<file path="src/rtl/gate_pkg.sv">
// ---------------------------------------------------------------------------
// gate_pkg : gate select encoding and the per-bit gate primitive
// Revision : 1.0
// ---------------------------------------------------------------------------
`default_nettype none

package gate_pkg;

   localparam int OP_W = 3;

   typedef enum logic [OP_W-1:0] {
      OP_AND  = 3'd0,
      OP_OR   = 3'd1,
      OP_XOR  = 3'd2,
      OP_XNOR = 3'd3,
      OP_NAND = 3'd4,
      OP_NOR  = 3'd5,
      OP_NOT  = 3'd6,
      OP_PASS = 3'd7
   } gate_op_e;

   // Single-bit gate; a lane of any width is built by replicating this per bit.
   function automatic logic gate_apply(gate_op_e op, logic a, logic b);
      logic y;
      y = a;
      case (op)
         OP_AND:  y = a & b;
         OP_OR:   y = a | b;
         OP_XOR:  y = a ^ b;
         OP_XNOR: y = ~(a ^ b);
         OP_NAND: y = ~(a & b);
         OP_NOR:  y = ~(a | b);
         OP_NOT:  y = ~a;
         OP_PASS: y = a;
         default: y = a;
      endcase
      return y;
   endfunction

endpackage

`default_nettype wire

</file>
<file path="src/rtl/gate_popcount.sv">
// ---------------------------------------------------------------------------
// gate_popcount : combinational count of set bits in a WIDTH-bit word
// Revision      : 1.0
// ---------------------------------------------------------------------------
`default_nettype none

module gate_popcount #(
   parameter int WIDTH = 8
) (
   input  logic [WIDTH-1:0]           bits,
   output logic [$clog2(WIDTH+1)-1:0] ones
);

   localparam int ONES_W = $clog2(WIDTH + 1);

   always_comb begin
      ones = '0;
      for (int i = 0; i < WIDTH; i++) begin
         ones = ones + ONES_W'(bits[i]);
      end
   end

endmodule

`default_nettype wire

</file>
<file path="src/rtl/gate_op_pipe.sv">
// ---------------------------------------------------------------------------
// gate_op_pipe : 2-stage valid/ready bitwise gate lane with popcount,
//                operand-equality flag and saturating match counter
// Revision     : 1.0
// ---------------------------------------------------------------------------
`default_nettype none

module gate_op_pipe
   import gate_pkg::*;
#(
   parameter int WIDTH = 8,
   parameter int CNT_W = 16
) (
   input  logic                       clk,
   input  logic                       rst,
   input  logic                       in_valid,
   output logic                       in_ready,
   input  logic [WIDTH-1:0]           in_a,
   input  logic [WIDTH-1:0]           in_b,
   input  logic [OP_W-1:0]            in_op,
   output logic                       out_valid,
   input  logic                       out_ready,
   output logic [WIDTH-1:0]           out_y,
   output logic [$clog2(WIDTH+1)-1:0] out_ones,
   output logic                       out_eq,
   input  logic                       cnt_clr,
   output logic [CNT_W-1:0]           match_cnt
);

   localparam int              ONES_W  = $clog2(WIDTH + 1);
   localparam logic [CNT_W-1:0] CNT_MAX = '1;

   logic              s1_valid;
   logic [WIDTH-1:0]  s1_a;
   logic [WIDTH-1:0]  s1_b;
   gate_op_e          s1_op;

   logic              s1_adv;
   logic              s2_adv;
   logic [WIDTH-1:0]  y_next;
   logic [ONES_W-1:0] ones_next;
   logic              eq_next;

   // A stage may load when it is empty or its contents move on this edge.
   assign s2_adv   = !out_valid || out_ready;
   assign s1_adv   = !s1_valid || s2_adv;
   assign in_ready = s1_adv;

   always_ff @(posedge clk or posedge rst) begin
      if (rst) begin
         s1_valid <= 1'b0;
         s1_a     <= '0;
         s1_b     <= '0;
         s1_op    <= OP_AND;
      end else if (s1_adv) begin
         s1_valid <= in_valid;
         if (in_valid) begin
            s1_a  <= in_a;
            s1_b  <= in_b;
            s1_op <= gate_op_e'(in_op);
         end
      end
   end

   generate
      for (genvar i = 0; i < WIDTH; i++) begin : g_lane
         assign y_next[i] = gate_apply(s1_op, s1_a[i], s1_b[i]);
      end
   endgenerate

   assign eq_next = &(s1_a ~^ s1_b);

   gate_popcount #(
      .WIDTH (WIDTH)
   ) u_popcount (
      .bits (y_next),
      .ones (ones_next)
   );

   always_ff @(posedge clk or posedge rst) begin
      if (rst) begin
         out_valid <= 1'b0;
         out_y     <= '0;
         out_ones  <= '0;
         out_eq    <= 1'b0;
      end else if (s2_adv) begin
         out_valid <= s1_valid;
         if (s1_valid) begin
            out_y    <= y_next;
            out_ones <= ones_next;
            out_eq   <= eq_next;
         end
      end
   end

   // Counts delivered matching beats only; a clear in the same cycle wins.
   always_ff @(posedge clk or posedge rst) begin
      if (rst) begin
         match_cnt <= '0;
      end else if (cnt_clr) begin
         match_cnt <= '0;
      end else if (out_valid && out_ready && out_eq && (match_cnt != CNT_MAX)) begin
         match_cnt <= match_cnt + 1'b1;
      end
   end

endmodule

`default_nettype wire

</file>
<file path="config.mk">
export PLATFORM = sky130hd
export DESIGN_NAME = gate_op_pipe
export DESIGN_NICKNAME = d
export VERILOG_FILES = /design/src/rtl/gate_pkg.sv /design/src/rtl/gate_popcount.sv /design/src/rtl/gate_op_pipe.sv
export SDC_FILE = /design/constraint.sdc
export NUM_CORES = 1
export LEC_CHECK = 0
export BUFFER_PORTS_ARGS = -buffer_cell sky130_fd_sc_hd__buf_4
export CAP_MARGIN = 20
export CORE_MARGIN = 2
export CORE_UTILIZATION = 30
export CTS_CLUSTER_DIAMETER = 50
export DETAILED_ROUTE_END_ITERATION = 6
export PLACE_DENSITY = 0.52
export SLEW_MARGIN = 20
export SYNTH_ARGS = -nofsm -noshare
export SYNTH_HDL_FRONTEND = slang
export SYNTH_HIERARCHICAL = 1
export SYNTH_SLANG_ARGS = --single-unit
</file>
<file path="constraint.sdc">
create_clock -name clk -period 5.4 [get_ports clk]
set_input_delay 0.54 -clock clk [delete_from_list [all_inputs] [get_ports clk]]
set_output_delay 0.54 -clock clk [all_outputs]
set_load 0.02 [all_outputs]
</file>
==> PnR_summary.wiki, run 1 <==
{| class="wikitable"
! Metric !! Value
|-
| CTS Buffer Depth || 2
|-
| Finished Core Util || around 37%
|-
| GRT Overall Usage || between 10% and 20%
|-
| Horizontal extent of the die || ~110 µm
|-
| Largest net degree at the start of global routing || just over 50
|-
| Global routing usage on met1 || 17.50%
|-
| Number of vias after detailed routing || 2372
|-
| Syn_nets || about 370
|-
| Ratio of cells with drive above 1 in the final layout || between 20 and 30%
|-
| Min setup slack post-route || 1.177 ns
|-
| Worst ir drop on vdd || about 0.18 mV
|-
| Relative contribution of combinational cells to total power || between 40% and 50%
|-
| Total number of placement rows || 37
|-
| Ordered list of cells on the worst path || mux2_2 > mux4_2 > inv_1 > fa_1 > fa_1 > fa_1 > inv_1 > ha_1 > inv_1 > fa_1 > xnor2_1 > nand2_1 > nand2_1
|-
| Dominant cell type by count on the critical path || sky130_fd_sc_hd__fa_1
|-
| Input/output buffers || 54
|-
| Setup repair after global routing missed its margin || false
|-
| Cells after synthesis || between 300 and 400
|-
| MaxCap Viol Count || 0
|-
| Switching portion of total power || between 30% and 40%
|-
| Top FF cell, synth || sky130_fd_sc_hd__dfrtp_1
|-
| P_int || 825.8 µW
|-
| Source of the worst register-to-register timing path || s1_op[1]
|-
| Max Fclk || between 0.2 and 0.25 GHz
|-
| Main combinational cell family by area after synthesis || simple AND/OR/NAND/NOR gates
|-
| Clock latency reported for the late side of the worst-skew pair || a little over 0.3 ns
|-
| Transition at the pin with the smallest max-transition slack || slightly below 0.9 ns
|-
| Mean cell area of the mapped netlist || 9.824 µm²
|-
| Slowest stage cell on the critical path || sky130_fd_sc_hd__dfrtp_1
|-
| Reported leakage power || approximately 1.8 nW
|-
| Post-placement cell area || 3719 µm²
|-
| Relative contribution of the clock network to total power || 17.4%
|-
| Vias per inst || 4.642
|-
| Post-synthesis adder-cell area fraction || a little over 10%
|-
| Max-slew violation total from the final report || 0
|-
| Remaining number of nets flagged by the antenna check after routing || 0
|-
| Final standard cell area without fillers || 3812 µm²
|-
| Simple-gate share of the synthesized area || between 10% and 20%
|-
| Worst Skew || around 0.015 ns
|-
| Sum of routed wire length over all layers || 6.744 mm
|-
| HPWL after DPL || between 5 and 6 mm
|-
| Final Hold Vio Count || 0
|-
| Slowest Stage Delay on Critical Path || 0.90 ns
|-
| Resized cells post-CTS || 0
|-
| Synth warnings || 6
|-
| Flops & latches, synth || 50
|-
| Outcome || complete, no violations
|-
| Share of the clock period used by the worst path after layout || roughly 78%
|-
| PD cells || 353.6 nW/µm²
|-
| Total die area || approximately 11000 µm²
|-
| Data arrival time at the worst-slack endpoint || 4.43 ns
|-
| Synthesis-to-layout area growth || 19.77%
|-
| Cts-stage hold buffer count || 0
|-
| Critical Path Start || s1_op[1]
|-
| Synth cell types || a little over 40
|-
| Multiplexer share of the synthesized area || 14.94%
|-
| EDFF count, synth || 0
|-
| Number of inserted diodes || 0
|-
| Global route total overflow || 0
|-
| Share of the synthesized area in compound gates (AO/OA/AOI/OAI) || 6.918%
|-
| Per-cell routed wire length || between 10 and 15 µm
|-
| Required time worst endpoint || 5.60 ns
|-
| Vias in the first global route || between 2000 and 2500
|-
| Met3 usage || approximately 2.1%
|-
| Post-synthesis share of cell area spent on xor and xnor gates || slightly above 3%
|-
| TritonCTS Sinks || 50
|-
| Standard cell core area || between 10000 and 15000 µm²
|-
| Clock transition at the registers of the reported paths || ~0.11 ns
|-
| Class of the worst hold path || input pin to asynchronous set/reset pin
|-
| Number of violations reported at the end of detailed-routing iteration 0 || 78
|-
| Headroom to the max-slew limit || a little over two fifths
|-
| Category of the worst setup path capture point || flip-flop
|-
| Worst Path Max Fanout || 26
|-
| Critical path start-end classification || flip-flop to flip-flop
|-
| Level count of the clock H-tree || 2
|-
| Critical path launch point type || flip-flop
|-
| Number of failing setup endpoints in the final timing report || 0
|-
| DRT Pass-1 Iters || 4
|-
| Die span in y || approximately 110 µm
|-
| Global-route wire length before repair || ~11 mm
|-
| Clock Root Buffer || sky130_fd_sc_hd__clkbuf_8
|-
| Power share of the sequential group || between 30 and 40%
|-
| Effective utilization at floorplan || 30.83%
|-
| Met2 layer usage reported by global route || 19.93%
|-
| Clock tree from TritonCTS || yes
|-
| Place WS || 1.166 ns
|-
| Number of CTS-inserted buffers || 5
|-
| Antenna violations before repair || 0
|-
| Slack of the worst reg-to-reg path || 1.18 ns
|-
| Fraction of registers with async set or reset after synthesis || between 90% and 100%
|-
| Final net count || 422
|-
| Setup_tns || 0 ns
|-
| P_sw || 522.2 µW
|-
| Critical Path Sink || out_ones[2]
|-
| IO Pins || 55
|-
| Post-CTS setup repair buffer count || 0
|-
| Most crowded layer after global routing || met2
|-
| Endpoint of the worst register-to-register path || out_ones[2]
|-
| RD Place Congestion || just under 0.8
|-
| Post-synthesis cell area || approximately 3200 µm²
|-
| Shortest period the worst path allows || 4.223 ns
|-
| Sequential share of the synthesized area || 39.31%
|-
| Number of design rule violations left after detail routing || 0
|-
| Number of cells on the worst reg-to-reg path || 13
|}
## cells in the final DEF, fill, tap and decap left out, types with 7 or more instances in the layout
| cell type | netlist | layout |
|---|---|---|
| sky130_fd_sc_hd__xor2_1 | 10 | 10 |
| sky130_fd_sc_hd__mux2i_1 | 7 | 7 |
| sky130_fd_sc_hd__nor2b_1 | 15 | 15 |
| sky130_fd_sc_hd__a21oi_1 | 12 | 12 |
| sky130_fd_sc_hd__nand2_1 | 28 | 28 |
| sky130_fd_sc_hd__mux2_2 | 30 | 30 |
| sky130_fd_sc_hd__buf_4 | 0 | 56 |
| sky130_fd_sc_hd__nor3_1 | 10 | 10 |
| sky130_fd_sc_hd__inv_1 | 35 | 34 |
| sky130_fd_sc_hd__dfrtp_1 | 50 | 50 |
| sky130_fd_sc_hd__ha_1 | 20 | 20 |
| sky130_fd_sc_hd__nor2_1 | 17 | 17 |
| sky130_fd_sc_hd__or3_1 | 7 | 7 |
| sky130_fd_sc_hd__o21ai_0 | 12 | 12 |
## cell type report
type | instances | area (µm²)
repair buffers | 56 | 420.4
well taps | 136 | 170.2
fillers | 1055 | 6511
multi-input cells | 226 | 1745
clock inverters | 3 | 25.02
inverters | 35 | 131.4
flip-flops and latches | 50 | 1251
clock buffers | 5 | 68.82
## worst min path at each step
stage                           start           end  cells past startpoint
after detailed placement  out_ones[1]   out_ones[1]                      2
after floorplan              s1_valid     out_valid                      1
final                             rst  match_cnt[5]                      3
after global routing         in_valid      s1_valid                      2
after global placement    out_ones[0]   out_ones[0]                      2
after CTS                    in_valid      s1_valid                      2
## synth_stat cells, types with 5 or more instances
library cell / n / area (µm²)
sky130_fd_sc_hd__a21oi_1: 12 / 60.06
sky130_fd_sc_hd__a31oi_1: 5 / 31.28
sky130_fd_sc_hd__buf_2: 5 / 25.02
sky130_fd_sc_hd__clkbuf_1: 7 / 26.28
sky130_fd_sc_hd__dfrtp_1: 50 / 1251
sky130_fd_sc_hd__ha_1: 20 / 250.2
sky130_fd_sc_hd__inv_1: 35 / 131.4
sky130_fd_sc_hd__mux2_2: 30 / 337.8
sky130_fd_sc_hd__mux2i_1: 7 / 70.07
sky130_fd_sc_hd__nand2_1: 28 / 105.1
sky130_fd_sc_hd__nand2b_1: 5 / 31.28
sky130_fd_sc_hd__nand3_1: 5 / 25.02
sky130_fd_sc_hd__nor2_1: 17 / 63.81
sky130_fd_sc_hd__nor2b_1: 15 / 93.84
sky130_fd_sc_hd__nor3_1: 10 / 50.05
sky130_fd_sc_hd__o211ai_1: 5 / 37.54
sky130_fd_sc_hd__o21ai_0: 12 / 60.06
sky130_fd_sc_hd__or3_1: 7 / 43.79
sky130_fd_sc_hd__or3b_2: 5 / 43.79
sky130_fd_sc_hd__xor2_1: 10 / 87.58
## worst max-delay path: cells and delay by family (launching register included)
family,cells,cell delay [ns]
XOR/XNOR,1,0.13
multiplexers,2,0.87
adder cells (fa/ha/maj),5,1.88
AND/OR/NAND/NOR,2,0.11
buffers and inverters,3,0.21
flip-flops,1,0.90
## sequential cells by signal, indices dropped and copies added, names as in the netlist
name,flops
s1_op,3
match_cnt,16
out_valid,1
out_y,8
s1_a,8
s1_valid,1
s1_b,8
out_ones,4
out_eq,1
## metrics by stage
stage | hold WS, ns | power [mW] | cells
2_1_floorplan | 0.4708 | 0.9533 | 324
6_report | 0.3993 | 1.348 | 511
3_3_place_gp | 0.4667 | 1.114 | 503
4_1_cts | 0.4091 | 1.379 | 511
3_5_place_dp | 0.4679 | 1.134 | 503
5_1_grt | 0.4049 | 1.495 | 511
## kinds of logic (layout without fill, tap and decap cells)
kind of cell	count (synthesis)	in the layout
AND/OR/NAND/NOR	113	113
flip-flops	50	50
buffers and inverters	48	99
multiplexers	40	40
AO/OA/AOI/OAI	38	38
adder cells (fa/ha/maj)	24	24
XOR/XNOR	11	11
## power by group through the flow
stage	Sequential (mW)	Combinational [mW]	Clock, mW
floorplan	0.522	0.431	0
global placement	0.507	0.607	0
detailed placement	0.510	0.624	0
CTS	0.502	0.629	0.248
global route	0.511	0.723	0.261
finish	0.498	0.615	0.234
## layer usage
layer	vias up	wire length (µm)
li1	1214	-
met1	1115	3322
met2	37	3114
met3	6	224
met4	0	83
met5	-	0
Note: power is estimated with default switching activity, not from simulation.
==> run 2, diff against run 1 <==
==> constraint.sdc (replaced) <==
create_clock -name clk -period 4.2 [get_ports clk]
set_input_delay 0.42 -clock clk [delete_from_list [all_inputs] [get_ports clk]]
set_output_delay 0.42 -clock clk [all_outputs]
set_load 0.02 [all_outputs]
==> PnR_summary.wiki, run 2 (synthesized netlist as in run 1, its figures left out) <==
{| class="wikitable"
! Metric !! Value
|-
| Endpoint of the worst register-to-register path || out_ones[2]
|-
| Slack of the worst reg-to-reg path || 0.26 ns
|-
| Largest net degree at the start of global routing || slightly above 50
|-
| Setup_tns || 0 ns
|-
| Share of the clock period used by the worst path after layout || between 90% and 100%
|-
| Critical path launch point type || flip-flop
|-
| Post-CTS setup repair buffer count || 0
|-
| Effective utilization at floorplan || 30.83%
|-
| Synthesis-to-layout area growth || 21.62%
|-
| Per-cell routed wire length || 12.87 µm
|-
| Reported leakage power || about 1.8 nW
|-
| Final standard cell area without fillers || around 3900 µm²
|-
| Shortest period the worst path allows || around 3.9 ns
|-
| Final net count || 426
|-
| Headroom to the max-slew limit || a little over two fifths
|-
| Number of design rule violations left after detail routing || 0
|-
| Source of the worst register-to-register timing path || s1_a[1]
|-
| Vias in the first global route || 2258
|-
| Max Fclk || 0.2540 GHz
|-
| CP Depth || 15
|-
| Die span in y || between 100 and 150 µm
|-
| Total die area || approximately 11000 µm²
|-
| CP top delay family || adder cells
|-
| Max-slew violation total from the final report || 0
|-
| Transition at the pin with the smallest max-transition slack || 0.8611 ns
|-
| Number of violations reported at the end of detailed-routing iteration 0 || 82
|-
| Critical Path Sink || out_ones[2]
|-
| TritonCTS Sinks || 50
|-
| Slowest stage cell on the critical path || sky130_fd_sc_hd__fa_1
|-
| Clock Root Buffer || sky130_fd_sc_hd__clkbuf_8
|-
| Worst Path Max Fanout || 4
|-
| Worst ir drop on vdd || 0.2058 mV
|-
| Category of the worst setup path capture point || flip-flop
|-
| Clock latency reported for the late side of the worst-skew pair || roughly 0.3 ns
|-
| Clock transition at the registers of the reported paths || about 0.1 ns
|-
| Critical path start-end classification || flip-flop to flip-flop
|-
| RD Place Congestion || 0.7602
|-
| Level count of the clock H-tree || 2
|-
| Number of vias after detailed routing || 2368
|-
| Clock tree from TritonCTS || yes
|-
| Place WS || 0.2593 ns
|-
| Vias per inst || between 4 and 5
|-
| Class of the worst hold path || input pin to asynchronous set/reset pin
|-
| Total number of placement rows || 37
|-
| Overall Power || 1.790 mW
|-
| CTS Buffer Depth || 2
|-
| Slowest Stage Delay on Critical Path || approximately 0.5 ns
|-
| Register ranked first by flip-flop count || match_cnt
|-
| Number of failing setup endpoints in the final timing report || 0
|-
| Global-route wire length before repair || approximately 11 mm
|-
| Remaining number of nets flagged by the antenna check after routing || 0
|-
| Number of flip-flops under the largest register name || 16
|-
| Min setup slack post-route || roughly 0.26 ns
|-
| Resized cells post-CTS || 0
|-
| Ordered list of cells on the worst path || inv_1 > ha_4 > mux2_2 > mux4_2 > inv_1 > fa_1 > fa_1 > fa_1 > inv_1 > ha_1 > inv_1 > fa_1 > xnor2_1 > nand2_1 > nand2_1
|-
| Horizontal extent of the die || 107.0 µm
|-
| Standard cell core area || a little over 10000 µm²
|-
| DRT Pass-1 Iters || 4
|-
| Data arrival time at the worst-slack endpoint || ~4.2 ns
|-
| Final Hold Vio Count || 0
|-
| GRT Overall Usage || between 10% and 20%
|-
| Commonest non-fill, non-tap cells in the layout || 60 x sky130_fd_sc_hd__buf_4, 50 x sky130_fd_sc_hd__dfrtp_1, 34 x sky130_fd_sc_hd__inv_1
|-
| Number of CTS-inserted buffers || 5
|-
| IO Pins || 55
|-
| Number of cells on the worst reg-to-reg path || 15
|-
| Required time worst endpoint || between 4 and 5 ns
|-
| PD cells || between 400 and 500 nW/µm²
|-
| Global route total overflow || 0
|-
| Ratio of cells with drive above 1 in the final layout || between 20% and 30%
|-
| Buf/Inv on CP || 4
|-
| MaxCap Viol Count || 0
|-
| Antenna violations before repair || 0
|-
| Setup repair after global routing missed its margin || false
|-
| Outcome || complete, no violations
|-
| Input/output buffers || 54
|-
| Worst Skew || 0.01008 ns
|-
| Most common cell after layout, fill and taps aside || sky130_fd_sc_hd__buf_4
|-
| Sum of routed wire length over all layers || approximately 6.6 mm
|-
| Number of inserted diodes || 0
|-
| Post-placement cell area || roughly 3700 µm²
|-
| HPWL after DPL || ~5 mm
|-
| Cts-stage hold buffer count || 0
|-
| Critical Path Start || s1_a[1]
|}
run 2: cell count changes in the layout (fill, tap and decap cells not counted):
| cell | previous run | this run |
|---|---|---|
| sky130_fd_sc_hd__ha_1 | 20 | 19 |
| sky130_fd_sc_hd__bufinv_16 | 0 | 1 |
| sky130_fd_sc_hd__clkinv_4 | 1 | 0 |
| sky130_fd_sc_hd__ha_4 | 0 | 1 |
| sky130_fd_sc_hd__inv_6 | 1 | 0 |
| sky130_fd_sc_hd__clkbuf_1 | 0 | 1 |
| sky130_fd_sc_hd__buf_4 | 56 | 60 |
run 2: where the power goes:
part	switching (mW)	internal, mW	total, mW
registers	0.0700	0.559	0.629
logic	0.424	0.395	0.819
clock network	0.164	0.178	0.342
run 2: worst reg2reg max path, cell delays in order (launching register included):
cell and delay (ns):
sky130_fd_sc_hd__dfrtp_1 0.41, sky130_fd_sc_hd__inv_1 0.13, sky130_fd_sc_hd__ha_4 0.22, sky130_fd_sc_hd__mux2_2 0.27, sky130_fd_sc_hd__mux4_2 0.47, sky130_fd_sc_hd__inv_1 0.09
sky130_fd_sc_hd__fa_1 0.43, sky130_fd_sc_hd__fa_1 0.51, sky130_fd_sc_hd__fa_1 0.41, sky130_fd_sc_hd__inv_1 0.06, sky130_fd_sc_hd__ha_1 0.15, sky130_fd_sc_hd__inv_1 0.05
sky130_fd_sc_hd__fa_1 0.38, sky130_fd_sc_hd__xnor2_1 0.16, sky130_fd_sc_hd__nand2_1 0.06, sky130_fd_sc_hd__nand2_1 0.07
run 2: how the worst min path moves through the flow:
stage	cells past startpoint	slack, ns	end
2_1_floorplan	1	0.47	out_valid
3_3_place_gp	2	0.47	out_ones[0]
3_5_place_dp	2	0.48	out_ones[0]
4_1_cts	2	0.31	s1_valid
5_1_grt	2	0.31	s1_valid
6_report	3	0.30	s1_b[4]
run 2: through the flow:
step / cells / hold slack (ns) / utilization (%)
3_3_place_gp: 507 / 0.4722 / 36.31
6_report: 515 / 0.2993 / 37.50
2_1_floorplan: 324 / 0.4708 / -
3_5_place_dp: 507 / 0.4755 / 36.31
4_1_cts: 515 / 0.3052 / 37.38
5_1_grt: 515 / 0.3102 / 37.50
run 2: cell type report:
type | instances | area (µm²)
fillers | 1062 | 6452
multi-input cells | 226 | 1758
flip-flops and latches | 50 | 1251
repair buffers | 60 | 450.4
well taps | 136 | 170.2
inverters | 35 | 131.4
clock buffers | 6 | 72.57
clock inverters | 2 | 37.54
run 2: routing by layer:
layer	wire length, µm	vias up	global-route usage (%)	share of wire (%)
met3	192	2	2.128	2.9
met1	3319	1111	17.63	50
met5	0	-	0	0
met2	3074	30	19.61	46
li1	-	1225	-	-
met4	40	0	2.505	0.60
